`src/rtl/value_bcd_digits_pkg.sv`:
```
// ============================================================================
// value_bcd_digits_pkg
// ----------------------------------------------------------------------------
// Purpose : Shared definitions for the numeric overlay digit generator and
//           the overlay window block that consumes its digits.
// Contents:
//   state_t        - conversion FSM states (IDLE, ABS, SHIFT, COMMIT)
//   BCD_W          - width of one BCD digit (4)
//   BCD_N          - number of BCD nibbles kept by the engine (5, up to 99999)
//   BCD_BITS       - total BCD field width (BCD_W * BCD_N)
//   SYM_MINUS      - overlay symbol code for the minus sign
//   SYM_BLANK      - overlay symbol code for a blank cell
//   add3_if_ge5()  - double-dabble nibble correction
// ============================================================================
package value_bcd_digits_pkg;

    typedef enum logic [1:0] {
        IDLE   = 2'd0,
        ABS    = 2'd1,
        SHIFT  = 2'd2,
        COMMIT = 2'd3
    } state_t;

    localparam int BCD_W    = 4;
    localparam int BCD_N    = 5;
    localparam int BCD_BITS = BCD_W * BCD_N;

    // Symbol codes above the decimal range, shared with the window block.
    localparam logic [3:0] SYM_MINUS = 4'd10;
    localparam logic [3:0] SYM_BLANK = 4'd11;

    // A nibble of 5 or more would exceed 9 after the next doubling, so it is
    // pre-corrected by +3 to carry into the next decade on the shift.
    function automatic logic [3:0] add3_if_ge5(input logic [3:0] i_nib);
        return (i_nib >= 4'd5) ? (i_nib + 4'd3) : i_nib;
    endfunction

endpackage

```
`src/rtl/value_bcd_digits_dd_step.sv`:
```
// ============================================================================
// dd_step
// ----------------------------------------------------------------------------
// Purpose : One combinational double-dabble iteration. Every BCD nibble that
//           is 5 or more gets +3, then the whole {bcd, binary} register is
//           shifted left by one bit.
// Parameters:
//   WIDTH    - number of binary bits still to be shifted into the BCD field
// Ports:
//   i_shift  in  BCD_BITS+WIDTH  {5 BCD nibbles, binary remainder}
//   o_shift  out BCD_BITS+WIDTH  register after correction and shift
// ============================================================================
module dd_step
    import value_bcd_digits_pkg::*;
#(
    parameter int WIDTH = 16
) (
    input  logic [BCD_BITS+WIDTH-1:0] i_shift,
    output logic [BCD_BITS+WIDTH-1:0] o_shift
);

    logic [BCD_BITS+WIDTH-1:0] w_adj;

    always_comb begin
        w_adj = i_shift;
        for (int k = 0; k < BCD_N; k++) begin
            w_adj[WIDTH + k*BCD_W +: BCD_W] =
                add3_if_ge5(i_shift[WIDTH + k*BCD_W +: BCD_W]);
        end
        o_shift = {w_adj[BCD_BITS+WIDTH-2:0], 1'b0};
    end

endmodule

```
`src/rtl/value_bcd_digits.sv`:
```
// ============================================================================
// value_bcd_digits
// ----------------------------------------------------------------------------
// Purpose : Converts a signed two's-complement measurement into a sign flag
//           and four decimal digits for the on-screen numeric overlay. The
//           conversion is an iterative double-dabble (one bit per clock);
//           outputs only change together in the COMMIT cycle so the overlay
//           never shows a half-updated number.
//
// Handshake: load is a single-cycle request, sampled on the rising edge of
//   clk. A load is accepted when FRAME_LOAD=0, or when the accept flag is set
//   or frame_sync is high in the same cycle. An accepted load always captures
//   value; if a conversion is already running it is queued (latest value
//   wins) and started right after COMMIT. done pulses for one cycle in the
//   cycle the new digits first appear; busy covers the conversion window.
//
// Configuration macro:
//   BCD_SAT_EN - defined: |value| > 9999 shows 9999 and raises ovf.
//                undefined: digits are |value| mod 10000, ovf tied to 0.
//
// Parameters:
//   WIDTH       - width of the signed input value (16)
//   FRAME_LOAD  - 1: one accepted load per frame; 0: every load accepted
// Ports:
//   clk         in  1      system clock
//   rst_n       in  1      asynchronous active-low reset
//   value       in  WIDTH  signed number to display
//   load        in  1      single-cycle convert request
//   frame_sync  in  1      frame start pulse, re-arms load acceptance
//   znak        out 1      1 = value negative
//   cifra_XXXX  out 4      thousands digit
//   cifra_XXX   out 4      hundreds digit
//   cifra_XX    out 4      tens digit
//   cifra_X     out 4      units digit
//   busy        out 1      conversion in progress
//   done        out 1      one-cycle pulse when the digits update
//   ovf         out 1      |value| > 9999 on the last conversion
//   dbg_state   out 2      current FSM state (state_t encoding)
// ============================================================================
module value_bcd_digits
    import value_bcd_digits_pkg::*;
#(
    parameter int WIDTH      = 16,
    parameter int FRAME_LOAD = 1
) (
    input  logic             clk,
    input  logic             rst_n,
    input  logic [WIDTH-1:0] value,
    input  logic             load,
    input  logic             frame_sync,
    output logic             znak,
    output logic [3:0]       cifra_XXXX,
    output logic [3:0]       cifra_XXX,
    output logic [3:0]       cifra_XX,
    output logic [3:0]       cifra_X,
    output logic             busy,
    output logic             done,
    output logic             ovf,
    output logic [1:0]       dbg_state
);

    localparam int SR_W  = BCD_BITS + WIDTH;
    localparam int CNT_W = $clog2(WIDTH + 1);
    localparam logic [CNT_W-1:0] LAST_CNT = CNT_W'(WIDTH - 1);

    state_t            r_state;
    state_t            w_next;
    logic [WIDTH-1:0]  r_hold;
    logic              r_pending;
    logic              r_accept;
    logic              r_sign;
    logic [SR_W-1:0]   r_shift;
    logic [CNT_W-1:0]  r_cnt;

    logic              r_znak;
    logic [3:0]        r_d3;
    logic [3:0]        r_d2;
    logic [3:0]        r_d1;
    logic [3:0]        r_d0;
    logic              r_busy;
    logic              r_done;

    logic              w_load_ok;
    logic [WIDTH-1:0]  w_mag;
    logic [SR_W-1:0]   w_step;
    logic [BCD_BITS-1:0] w_bcd;
    logic              w_over;

    // frame_sync in the same cycle as load counts as already re-armed.
    assign w_load_ok = load && ((FRAME_LOAD == 0) || r_accept || frame_sync);

    // Held unsigned, so the most negative input maps to 2^(WIDTH-1).
    assign w_mag  = r_hold[WIDTH-1] ? (~r_hold + 1'b1) : r_hold;
    assign w_bcd  = r_shift[SR_W-1 -: BCD_BITS];
    assign w_over = |w_bcd[BCD_BITS-1 -: BCD_W];

    dd_step #(
        .WIDTH (WIDTH)
    ) u_dd_step (
        .i_shift (r_shift),
        .o_shift (w_step)
    );

    // ------------------------------------------------------------------
    // FSM next state
    // ------------------------------------------------------------------
    always_comb begin
        w_next = r_state;
        case (r_state)
            IDLE:    if (w_load_ok) w_next = ABS;
            ABS:     w_next = SHIFT;
            SHIFT:   if (r_cnt == LAST_CNT) w_next = COMMIT;
            // A load arriving during COMMIT itself is folded into the
            // restart decision so it is never stranded in IDLE.
            COMMIT:  w_next = (r_pending || w_load_ok) ? ABS : IDLE;
            default: w_next = IDLE;
        endcase
    end

    always_ff @(posedge clk or negedge rst_n) begin
        if (!rst_n) begin
            r_state <= IDLE;
        end else begin
            r_state <= w_next;
        end
    end

    // ------------------------------------------------------------------
    // Load capture, frame gating and queued restart
    // ------------------------------------------------------------------
    always_ff @(posedge clk or negedge rst_n) begin
        if (!rst_n) begin
            r_hold    <= '0;
            r_pending <= 1'b0;
            r_accept  <= 1'b1;
        end else begin
            if (w_load_ok) begin
                r_hold <= value;
            end

            if (FRAME_LOAD != 0) begin
                if (w_load_ok) begin
                    r_accept <= 1'b0;
                end else if (frame_sync) begin
                    r_accept <= 1'b1;
                end
            end

            if (r_state == COMMIT) begin
                r_pending <= 1'b0;
            end else if (w_load_ok && (r_state != IDLE)) begin
                r_pending <= 1'b1;
            end
        end
    end

    // ------------------------------------------------------------------
    // Conversion datapath
    // ------------------------------------------------------------------
    always_ff @(posedge clk or negedge rst_n) begin
        if (!rst_n) begin
            r_sign  <= 1'b0;
            r_shift <= '0;
            r_cnt   <= '0;
        end else begin
            case (r_state)
                ABS: begin
                    r_sign  <= r_hold[WIDTH-1];
                    r_shift <= {{BCD_BITS{1'b0}}, w_mag};
                    r_cnt   <= '0;
                end
                SHIFT: begin
                    r_shift <= w_step;
                    r_cnt   <= r_cnt + 1'b1;
                end
                default: begin
                end
            endcase
        end
    end

    // ------------------------------------------------------------------
    // Status: busy trails the state by one cycle so it stays high through
    // the cycle in which done reports the new digits.
    // ------------------------------------------------------------------
    always_ff @(posedge clk or negedge rst_n) begin
        if (!rst_n) begin
            r_busy <= 1'b0;
            r_done <= 1'b0;
        end else begin
            r_busy <= (r_state != IDLE);
            r_done <= (r_state == COMMIT);
        end
    end

    // ------------------------------------------------------------------
    // Output registers, written only in COMMIT
    // ------------------------------------------------------------------
`ifdef BCD_SAT_EN
    logic r_ovf;

    always_ff @(posedge clk or negedge rst_n) begin
        if (!rst_n) begin
            r_znak <= 1'b0;
            r_d3   <= 4'd0;
            r_d2   <= 4'd0;
            r_d1   <= 4'd0;
            r_d0   <= 4'd0;
            r_ovf  <= 1'b0;
        end else if (r_state == COMMIT) begin
            r_znak <= r_sign;
            r_ovf  <= w_over;
            if (w_over) begin
                r_d3 <= 4'd9;
                r_d2 <= 4'd9;
                r_d1 <= 4'd9;
                r_d0 <= 4'd9;
            end else begin
                r_d3 <= w_bcd[15:12];
                r_d2 <= w_bcd[11:8];
                r_d1 <= w_bcd[7:4];
                r_d0 <= w_bcd[3:0];
            end
        end
    end

    assign ovf = r_ovf;
`else
    always_ff @(posedge clk or negedge rst_n) begin
        if (!rst_n) begin
            r_znak <= 1'b0;
            r_d3   <= 4'd0;
            r_d2   <= 4'd0;
            r_d1   <= 4'd0;
            r_d0   <= 4'd0;
        end else if (r_state == COMMIT) begin
            r_znak <= r_sign;
            r_d3   <= w_bcd[15:12];
            r_d2   <= w_bcd[11:8];
            r_d1   <= w_bcd[7:4];
            r_d0   <= w_bcd[3:0];
        end
    end

    // The top decade is simply dropped (mod 10000).
    logic w_unused_over;
    assign w_unused_over = w_over;
    assign ovf = 1'b0;
`endif

    assign znak       = r_znak;
    assign cifra_XXXX = r_d3;
    assign cifra_XXX  = r_d2;
    assign cifra_XX   = r_d1;
    assign cifra_X    = r_d0;
    assign busy       = r_busy;
    assign done       = r_done;
    assign dbg_state  = r_state;

endmodule

```
`config.mk`:
```
export PLATFORM = sky130hd
export DESIGN_NAME = value_bcd_digits
export DESIGN_NICKNAME = d
export VERILOG_FILES = /design/src/rtl/value_bcd_digits_pkg.sv /design/src/rtl/value_bcd_digits_dd_step.sv /design/src/rtl/value_bcd_digits.sv
export SDC_FILE = /design/constraint.sdc
export NUM_CORES = 1
export LEC_CHECK = 0
export CAP_MARGIN = 20
export CORE_MARGIN = 5
export CORE_UTILIZATION = 44
export DETAILED_ROUTE_END_ITERATION = 8
export RECOVER_POWER = 50
export SLEW_MARGIN = 15
export SYNTH_ARGS = -nofsm -noshare
export SYNTH_HDL_FRONTEND = slang
export SYNTH_SLANG_ARGS = --single-unit
```
`constraint.sdc`:
```
create_clock -name clk -period 5.4 [get_ports clk]
set_clock_uncertainty 0.2 [all_clocks]
set_input_delay 0.81 -clock clk [delete_from_list [all_inputs] [get_ports clk]]
set_output_delay 0.81 -clock clk [all_outputs]
set_load 0.03 [all_outputs]
```
== Yosys cells after proc, flatten, opt, wreduce, memory -nomap -nowiden ==
Index checks and enable logic that the tools add are counted.
Word-level totals
  word-level logic and storage cells: 59
  output and inout bits: 22
  register bits: 81
  input bits: 20
Cells by class
  add/sub/neg operators: 7
  $lt $le $gt $ge: 5
  mux-type cells: 16
  reduce and logical (&&, ||, !) cells: 10
  equality and inequality tests: 6
  bitwise operators: 1
Operators with widths (count)
  $pmux W36 S2: 1
  $ge A4 B3 Y1 const B: 5
  $add A16 B1 Y16 const B: 1
  $add A4 B2 Y4 const B: 4
  $mux W16: 1
  $mux W4: 4
  $not A16 Y16: 1
  $pmux W5 S2: 1
  $pmux W2 S4: 1
  $reduce_bool A2 Y1: 4
  $add A5 B1 Y5 const B: 1
  $eq A5 B4 Y1 const B: 1
  $mux W1: 5
  $eq A2 B2 Y1 const B: 2
  $mux W2: 2
  $ne A2 B2 Y1 const B: 2
  $add A3 B2 Y3 const B: 1
  $mux W3: 1
  $eq A2 B1 Y1 const B: 1
  $logic_and A1 B1 Y1: 2
  $logic_not A2 Y1: 1
  $logic_or A1 B1 Y1: 2
  $reduce_and A2 Y1: 1

== Logic depth before layout (Yosys ltp) ==
Gate-level depths: netlist of run 1.
  depth in word-level cells: 5
  mapped depth: 8
  gate-level depth less buffers: 6

== Cells and area by module ==
A second synthesis of run 1 with hierarchy kept.
Second synthesis, totals
  cell total of the unflattened synthesis: 434
  area total of the unflattened synthesis: 4262.8 um2
Modules (own cells, without submodules)
  value_bcd_digits: area an instance 3644.7 um2, sequential area each 2028.2 um2, cells an instance 340, instances 1
  dd_step: area an instance 618.1 um2, sequential area each 0.0 um2, cells an instance 94, instances 1

== Least setup slack after synthesis of run 1 ==
No wires, ideal clock.
  path kind: input-to-reg
  start point: input frame_sync
  end point: register r_hold[10]
  library setup time: 0.125 ns
  stages on the path: 3
  data arrival time: 1.981 ns
  slack: 3.094 ns
  buffers on the path: 1
  data required time: 5.075 ns
  cell sequence: o21ai_1 clkbuf_1 mux2_2
On the way
  word-level cells in the longest chain between the ends: 2
Ends and longest elaborated chain
  from (decl): RTL line value_bcd_digits.sv:50  | input logic frame_sync,
  $logic_or A1 B1 Y1: RTL line value_bcd_digits.sv:90  | assign w_load_ok = load && ((FRAME_LOAD == 0) || r_accept || frame_sync);
  $logic_and A1 B1 Y1: RTL line value_bcd_digits.sv:90
  to (signal assigned): RTL line value_bcd_digits.sv:138  | r_hold <= value;
  to (decl): RTL line value_bcd_digits.sv:68  | logic [WIDTH-1:0] r_hold;
Every way passes these cells.
A chain may end at the register's enable or synchronous reset.

== Worst setup path after layout of run 1 ==
  start point: register r_state[0] (netlist: dbg_state[0])
  end point: register r_shift[28]
On the way
  word-level cells in the longest chain between the ends: 2
  elaborated cells between the ends (all ways): 4
  classes of those cells: eq/ne: 2; mux: 1; reduce/logical: 1
Ends and longest elaborated chain
  from (decl): RTL line value_bcd_digits.sv:66  | state_t r_state;
  from (signal assigned): RTL line value_bcd_digits.sv:124  | r_state <= w_next;
  $eq A2 B2 Y1 / $eq A2 B1 Y1 (equally long branches): RTL line value_bcd_digits.sv:166  | case (r_state)
  $pmux W36 S2 / $reduce_bool A2 Y1 (equally long branches)
  to (signal assigned): RTL line value_bcd_digits.sv:169  | r_shift <= {{BCD_BITS{1'b0}}, w_mag};
  to (signal assigned): RTL line value_bcd_digits.sv:173  | r_shift <= w_step;
  to (decl): RTL line value_bcd_digits.sv:72  | logic [SR_W-1:0] r_shift;
Several ways; a longest one is shown, not always the timed one.

==> metrics.log, run 1 <==
INFO  metric synthesis.nets = 394
INFO  metric post-dp-hpwl = 4880 µm
INFO  metric worst-path-buf-inv = 2
INFO  metric synth-main-ff-cell = dfrtp_1
INFO  metric critical_path.max_stage_delay = 0.93 ns
INFO  metric place.detailed.instances = 488
INFO  metric max_freq = 0.331 GHz
INFO  metric first_pass_detailed_route_iteration_total = 4
INFO  metric power.density_cell_area = 439 nW/µm²
INFO  metric m1WireLength = 3480 µm
INFO  metric num-nets-final = 428
INFO  metric detail_route.wirelength = 7260 µm
INFO  metric yosys-top-cells-area = dfrtp_1, mux2_2, ha_1
INFO  metric netlist_top_cells_count = dfrtp_1, mux2_2, inv_1
INFO  metric setup_total_negative_slack = 0 ns
INFO  metric ctsResizeCount = 0
INFO  metric synth_enable_flop_cells = 0
INFO  metric clk_root_buffer_cell = clkbuf_8
INFO  metric dr.max_layer_used = met4
INFO  metric start_util = 44.5%
INFO  metric grt_pass1_vias = 2,663
INFO  metric ys_async_sr_fraction = 100%
INFO  metric setup.worst_path.class = reg2reg
INFO  metric post_cts_buffers = 0
INFO  metric post_synth.cell_area_avg = 10.7 µm²
INFO  metric startpoint_type = flip-flop
INFO  metric clkSinkCount = 77
INFO  metric dieHeight = 103 µm
INFO  metric dr.first_iter.drc_count = 89
INFO  metric critical-path-slowest-cell = ha_1
INFO  metric core_area = 8640 µm²
INFO  metric chipWidth = 103 µm
INFO  metric drc_errors = 0
INFO  metric clock_tree_from_tritoncts = done
INFO  metric post_detailed_route_count_of_antenna_violating_nets = 0
INFO  metric largest_delay_share_family_worst_path = adder cells
INFO  metric static_leakage = 1.90 nW
INFO  metric timing.critical_path.cells = inv_1 > ha_1 > buf_4 > nand2_1 > o32ai_1
INFO  metric clock_insertion_delay_worst_skew = 0.35 ns
INFO  metric diodes = 0
INFO  metric floorplan.die_area = 10,700 µm²
INFO  metric worst_slew_margin_rel = 25.0%
INFO  metric final_core_utilization = 52.2%
INFO  metric finalHoldWorstSlack = 0.302 ns
INFO  metric final-max-slew-violation-count = 0
INFO  metric num_io_pins = 42
INFO  metric final_period_minus_worst_setup_slack = 3.03 ns
INFO  metric yosys.cell_count.top_type = dfrtp_1
INFO  metric vdd.ir_drop.worst = 0.000153 V
INFO  metric number_of_fillers_in_the_final_layout = 822
INFO  metric timing.final.hold_violations = 0
INFO  metric timing_worst_slew_pin_value = 1.13 ns
INFO  metric data_required_critical_path = 5.44 ns
INFO  metric synthDistinctLibCells = 46
INFO  metric cts-htree-levels = 3
INFO  metric synthesis.instances = 358
INFO  metric gr-usage-all-layers = 14.6%
INFO  metric rsz_0062_raised_after_global_routing = no
INFO  metric layout-area-overhead-vs-synth = 17.1%
INFO  metric finalCritPeriodShare = 56.0%
INFO  metric clk_transition_reported_paths = 0.08 ns
INFO  metric yosysTopAreaCellShare = 49.4%
INFO  metric grt.overflow.total = 0
INFO  metric worst-path-max-fanout = 44
INFO  metric ys_warn_count = 0
INFO  metric avg_vias_per_cell = 5.41
INFO  metric met2WireLength = 3340 µm
INFO  metric outcome = finished clean
INFO  metric critPathCaptureType = flip-flop
INFO  metric cts-root-to-sink-buffers = 2
INFO  metric num_rows = 34
INFO  metric max_cap_violations = 0
INFO  metric vias = 2,732
INFO  metric syn-cell-area = 3850 µm²
INFO  metric routed_wire_length_per_instance = 14.4 µm
INFO  metric grt_antenna_before_repair = 0
INFO  metric final_cell_count_no_fill = 505
INFO  metric drive_gt1_share = 17.1%
INFO  metric cts_made_buffers = 9
INFO  metric place.port_buffers = 40
INFO  metric hold_path.class = reg2reg
INFO  metric synth.largest_area_cell = dfrtp_1
INFO  metric fin_ws = 2.37 ns
INFO  metric synth-seq-area-share = 50.1%
INFO  metric postCtsHoldBufs = 0
INFO  metric pre_cts_slack = 2.65 ns
INFO  metric postSynthRegisterBits = 77
INFO  metric first_pass_grt_wire_length = 12,500 µm
INFO  metric finalSetupViolations = 0
INFO  metric place.gp.congestion = 0.744
INFO  metric crit_arrival = 3.07 ns
INFO  metric grt_start_max_net_pins = 78
INFO  metric routed-wl-met3 = 312 µm
==> cells by family (layout without fill, tap and decap cells) <==
logic type	after synthesis	count (layout)	share of synthesized area, %
DFF	77	77	50.1
adders and majority gates	16	16	5.20
muxes	41	41	12.0
AOI/OAI and AO/OA	76	76	12.7
and+or+nand+nor	80	80	11.6
buffers and inverters	54	93	5.40
xor gates and xnor gates	13	13	2.96
other	1	1	0.0975
==> area by class of cell <==
class | instances | area, µm² | area share, %
clock buffer | 9 | 124 | 2.75
clock inverter | 7 | 42.5 | 0.944
inverter | 33 | 124 | 2.75
multi-input combinational | 227 | 1710 | 38.0
sequential | 77 | 1930 | 42.8
tap | 108 | 135 | 3.00
timing repair buffer | 44 | 440 | 9.78
==> state kept, by name, indices dropped and copies added (netlist names), 2 cells and up <==
| signal | count |
|---|---|
| r_shift | 32 |
| cifra_X | 4 |
| cifra_XXXX | 4 |
| dbg_state | 2 |
| r_hold | 16 |
| cifra_XXX | 4 |
| r_cnt | 5 |
| cifra_XX | 4 |
==> cells in the final DEF, fill, tap and decap left out, drive strengths merged, types with 8 or more instances in the layout <==
cell,n
nand2,13
dfrtp,76
nand4,8
inv,33
xnor2,10
nand3,10
a31oi,11
ha,16
o22ai,15
nor2,12
clkdlybuf4s50,38
o21ai,20
nor2b,8
mux2,40
clkbuf,11
==> worst paths after layout <==
kind	to	slack, ns	start	depth (start not counted)
setup / recovery	r_shift[28]	2.37	dbg_state[0]	5
hold / removal	r_accept	0.30	r_accept	2
setup reg to reg	r_shift[28]	2.37	dbg_state[0]	5
hold reg to reg	r_accept	0.30	r_accept	2
max in group asynchronous	r_accept	3.66	rst_n	2
min in group asynchronous	cifra_XX[1]	0.45	rst_n	1
==> routing by layer <==
layer,vias up,GRT usage (%)
li1,1346,-
met1,1316,20.1
met2,58,23.1
met3,12,2.41
met4,0,5.68
met5,-,0
==> metrics by stage <==
stage                     cell area [µm²]  power, mW
after floorplan                      3850       1.41
after global placement               4320       1.60
after detailed placement             4320       1.62
after CTS                            4490       2.01
after global routing                 4500       2.13
final                                4500       1.98
==> where the power goes <==
part           total (mW)  internal (mW)  switching [mW]
registers           0.791          0.704          0.0878
clock network       0.381          0.164           0.216
logic               0.808          0.320           0.488
==> worst reg2reg max path, delay by kind of cell (launching register included) <==
family	cells	cell delay (ns)
DFF	1	0.41
and+or+nand+nor	1	0.36
adders and majority gates	1	0.93
AOI/OAI and AO/OA	1	0.37
buffers and inverters	2	0.66
Power figures use the tool's default switching activity.
==> inputs of run 2 (changes only) <==
- PLACE_DENSITY: not set -> 0.67
- clock period: 5.4 -> 2.7 ns (I/O delays scaled with it)
==> metrics.log, run 2 (same netlist as run 1, synthesis figures left out) <==
INFO  metric outcome = finished clean
INFO  metric number_of_flip_flops_in_the_largest_register = 32
INFO  metric power.density_cell_area = 920 nW/µm²
INFO  metric ctsResizeCount = 0
INFO  metric sequential_cell_area = 1930 µm²
INFO  metric intPower = 2.64 mW
INFO  metric timing_worst_slew_pin_value = 1.22 ns
INFO  metric cts-root-to-sink-buffers = 2
INFO  metric first_pass_detailed_route_iteration_total = 4
INFO  metric drc_errors = 0
INFO  metric power_frac_seq = 37.5%
INFO  metric clock_insertion_delay_worst_skew = 0.34 ns
INFO  metric grt_start_max_net_pins = 76
INFO  metric number_of_fillers_in_the_final_layout = 774
INFO  metric diodes = 0
INFO  metric clock_tree_from_tritoncts = done
INFO  metric first_pass_grt_wire_length = 12,400 µm
INFO  metric finalSetupViolations = 0
INFO  metric avg_vias_per_cell = 5.43
INFO  metric critPathCaptureType = flip-flop
INFO  metric largest_register = r_shift
INFO  metric comb_power_share = 39.6%
INFO  metric grt_pass1_vias = 2,692
INFO  metric layout.cells.most_common_list = dfrtp_1, mux2_2, clkdlybuf4s50_1, inv_1, o21ai_0
INFO  metric biggestRegsByFlops = r_shift x32, r_hold x16, r_cnt x5
INFO  metric vdd.ir_drop.worst = 0.000728 V
INFO  metric final-max-slew-violation-count = 0
INFO  metric crit_arrival = 2.30 ns
INFO  metric core_area = 8640 µm²
INFO  metric routed_wire_length_per_instance = 14.0 µm
INFO  metric num_io_pins = 42
INFO  metric start_util = 44.5%
INFO  metric place.detailed.instances = 491
INFO  metric worst_slew_margin_rel = 18.4%
INFO  metric multi_input_comb_area = 1710 µm²
INFO  metric grt.overflow.total = 0
INFO  metric final_cell_count_no_fill = 508
INFO  metric worst-path-max-fanout = 6
INFO  metric post-dp-hpwl = 4840 µm
INFO  metric num-nets-final = 431
INFO  metric chipWidth = 103 µm
INFO  metric dr.first_iter.drc_count = 155
INFO  metric place.gp.congestion = 0.800
INFO  metric swShare = 37.5%
INFO  metric startpoint_type = flip-flop
INFO  metric num_rows = 34
INFO  metric most_common_cell_after_layout_fill_and_taps_aside = dfrtp_1
INFO  metric grt_antenna_before_repair = 0
INFO  metric clk_root_buffer_cell = clkbuf_8
INFO  metric clk_transition_reported_paths = 0.07 ns
INFO  metric static_leakage = 1.93 nW
INFO  metric layout-area-overhead-vs-synth = 19.4%
INFO  metric floorplan.die_area = 10,700 µm²
INFO  metric post_detailed_route_count_of_antenna_violating_nets = 0
INFO  metric rsz_0062_raised_after_global_routing = no
INFO  metric setup.worst_path.class = reg2reg
INFO  metric drive_gt1_share = 17.3%
INFO  metric post_cts_buffers = 0
INFO  metric hold_path.class = reg2reg
INFO  metric cts-htree-levels = 3
INFO  metric timing.final.hold_violations = 0
INFO  metric fin_ws = 0.428 ns
INFO  metric setup_total_negative_slack = 0 ns
INFO  metric dieHeight = 103 µm
INFO  metric clkSinkCount = 77
INFO  metric pre_cts_slack = 0.433 ns
INFO  metric max_cap_violations = 0
INFO  metric finalCritPeriodShare = 84.1%
INFO  metric postCtsHoldBufs = 1
INFO  metric place.port_buffers = 40
INFO  metric data_required_critical_path = 2.73 ns
INFO  metric clockPowerShare = 22.9%
INFO  metric detail_route.wirelength = 7120 µm
INFO  metric vias = 2,759
INFO  metric final_period_minus_worst_setup_slack = 2.27 ns
INFO  metric cts_made_buffers = 9
INFO  metric gr-usage-all-layers = 14.6%
INFO  metric max_freq = 0.440 GHz
INFO  metric power.net_switching = 1.59 mW
==> run 2: cell types whose count changed in the layout (fill, tap and decap cells not counted), moves of 2 or more <==
cell	change
bufinv_16	+2
clkinv_2	-5
buf_12	+2
clkinvlp_4	+2
==> run 2: worst max-delay path, cell delays in order (launching register included) <==
cell and delay [ns]:
dfrtp_1 0.41, inv_1 0.07, ha_1 0.24, or4b_2 0.60, or4_4 0.43, nand4_1 0.12, nand3_2 0.08
==> run 2: worst paths after layout <==
kind | cells past startpoint | slack [ns] | to | startpoint
max in group asynchronous | 3 | 0.83 | r_accept | rst_n
worst min register to register | 2 | 0.31 | r_accept | r_accept
worst min-delay path | 2 | 0.31 | r_accept | r_accept
worst max register to register | 6 | 0.43 | r_shift[14] | r_hold[0]
worst max-delay path | 6 | 0.43 | r_shift[14] | r_hold[0]
min in group asynchronous | 2 | 0.64 | cifra_XXXX[1] | rst_n
==> run 2: stage by stage <==
step,power [mW],area [µm²],utilization [%],hold WS [ns]
finish,4.23,4590,53.2,0.306
global route,4.53,4590,53.2,0.324
CTS,4.28,4600,53.3,0.307
detailed placement,3.30,4370,50.6,0.269
global placement,3.26,4370,50.6,0.273
floorplan,2.82,3850,-,-0.0906
==> run 2: metal layers <==
layer	wire (µm)	GRT usage (%)	up-vias
met4	51	3.88	0
met3	374	4.63	5
met1	3440	18.8	1345
li1	-	-	1352
met5	0	0	-
met2	3260	23.9	57
==> run 2: area by class of cell <==
cell class                 count  area share [%]
sequential                    77            42.0
timing repair buffer          47            10.2
inverter                      33            2.70
clock inverter                 5            1.83
multi-input combinational    227            37.3
tap                          108            2.94
clock buffer                  11            3.08
==> run 2: power by group through the flow <==
stage	sequential (mW)	clock, mW	combinational (mW)
2_1_floorplan	1.64	0	1.18
3_5_place_dp	1.61	0	1.69
6_report	1.59	0.968	1.67
5_1_grt	1.62	1.05	1.86
4_1_cts	1.59	0.996	1.70
3_3_place_gp	1.60	0	1.66
==> RTL change, RTL diff (settings of run 2) <==
The parameter `FRAME_LOAD` goes from 1 to 0. Comments in the files are not updated.
--- a/src/rtl/value_bcd_digits.sv
+++ b/src/rtl/value_bcd_digits.sv
@@ -41,7 +41,7 @@
     import value_bcd_digits_pkg::*;
 #(
     parameter int WIDTH      = 16,
-    parameter int FRAME_LOAD = 1
+    parameter int FRAME_LOAD = 0
 ) (
     input  logic             clk,
     input  logic             rst_n,
Function: same outputs for any inputs over 10 cycles, from zero or initial values and one cycle with rst_n low; that may be too few to reach the edited logic, so the function may still have changed.
==> RTL change against run 2 <==
Sequential cell count fell by 1. Setup slack gained 0.096 ns. Sequential share of layout area increased by 0.10 points. Core utilization increased by 1.3 points. Worst hold slack improved by 0.0036 ns. Final area fell by 1.6%. Routed wire length rose by 3.5%. Via count shrank 0.69%. Sequential power decreased by 3%. Total power decreased by 3.5%. Clock power is 6.6% lower. Area after synthesis decreased by 1.3%. Largest power group unchanged.
==> RTL change: results (changes against run 2) <==
metric	value	unit	change
synth_fp_nets	391		-0.76%
antenna_found_initial	0		unchanged
arrival	2.23	ns	-0.07 ns
dp_slack	0.557	ns	+0.124 ns
cp_top_family	adder cells		
reg_top3	r_shift x32, r_hold x16, r_cnt x5		
peakVddDrop	0.520	mV	-29%
synthFlopType	dfrtp_1		
grt_pass1_vias	2688		-0.15%
num_antenna_cells	0		unchanged
yosysSeqAreaShare	0.501		about the same
fin_util	0.544		+0.0127
drtIter0Drc	92		-41%
cts.path.max_buffers	2		unchanged
gp_congestion	0.787		-1.7%
dp_hpwl	4910	µm	+1.3%
grt_pass1_wl	12600	µm	+1.5%
slowest_stage	ha_2		
cp_max_fo	60		+54
nNetsFinal	430		-0.23%
yosys.cell_types.count	46		unchanged
grt_usage	0.151		+0.00504
cts.clk_slew.worst_paths	0.08	ns	
cts-root-buf	clkbuf_8		
ys_top_cells_by_area	dfrtp_1 50%, mux2_2 11%, ha_1 5.3%		
nFillCells	729		-5.8%
max-slew-margin-rel	0.328		+0.144
cts-buffers-inserted	9		unchanged
outcome	completed		
grt_max_degree	77		+1.3%
placed_cell_area	0.00432	mm²	-1.1%
yosys_warnings	0		unchanged
synth_common_cells	76 x dfrtp_1, 37 x mux2_2, 33 x inv_1		
drive_gt1_frac	0.170		-0.00207
htreeDepth	3		unchanged
drt-pass1-iter-count	4		unchanged
io_buffers	39		-2.5%
hold_path.class	reg2reg		
via_per_inst	5.44		about the same
p_leak	1.91	nW	-1.1%
avgRoutedWirePerCell	14.6	µm	+4.3%
slowest_delay	0.58	ns	-0.02 ns
async_flop_share	1.00		unchanged
clock_latency	0.35	ns	
-- RTL change: layout make-up --
type,count,area share
multi-input cells,227,0.376
clock inverters,6,0.0155
flip-flops and latches,76,0.421
inverters,33,0.0274
well taps,105,0.0291
repair buffers,47,0.101
clock buffers,10,0.0305
-- RTL change: worst paths after layout --
kind | cells past startpoint | start | slack, ns | endpoint
worst max-delay path | 5 | dbg_state[1] | 0.52 | r_shift[8]
min in group asynchronous | 3 | rst_n | 0.70 | cifra_XXXX[3]
worst max register to register | 5 | dbg_state[1] | 0.52 | r_shift[8]
max in group asynchronous | 3 | rst_n | 0.96 | r_shift[18]
worst min-delay path | 1 | cifra_XX[0] | 0.31 | cifra_XX[0]
worst min register to register | 1 | cifra_XX[0] | 0.31 | cifra_XX[0]
-- RTL change: repair_timing --
item                                   4_1_cts  5_1_grt
endpoints found under the hold margin       76        0
hold buffers                                 1        0
buffers inserted                             0        0
gates resized for setup                      0        0
-- RTL change: logic make-up (layout without fill, tap and decap cells) --
group	count (synthesis)	count (layout)	share of synthesized area
and+or+nand+nor	81	81	0.116
AOI/OAI and AO/OA	77	77	0.131
DFF	76	76	0.501
buffers and inverters	52	96	0.0530
muxes	39	39	0.115
adders and majority gates	16	16	0.0527
xor gates and xnor gates	13	13	0.0300
other	1	1	0.000988
-- RTL change: per-layer routing --
layer	vias up	part of all wire	GRT usage
met5	-	0	0
met2	61	0.48	0.254
met1	1333	0.45	0.191
li1	1338	-	-
met3	8	0.055	0.0460
met4	0	0.0060	0.0408
-- RTL change: power by group --
part / internal (mW) / switching [mW] / leakage, nW
Clock: 0.460 / 0.443 / 0.107
Combinational: 0.652 / 0.983 / 0.816
Sequential: 1.38 / 0.161 / 0.983
-- RTL change: metrics by stage --
stage,cells,hold WS (ns)
finish,504,0.309
global placement,487,0.257
CTS,504,0.314
global route,504,0.322
floorplan,355,-0.0906
detailed placement,487,0.260
-- RTL change: worst register-to-register path, stage by stage (launching register included) --
cell and delay [ns]:
dfrtp_1 0.43, inv_1 0.12, ha_2 0.58, buf_12 0.30
nand2_1 0.20, o221ai_1 0.25
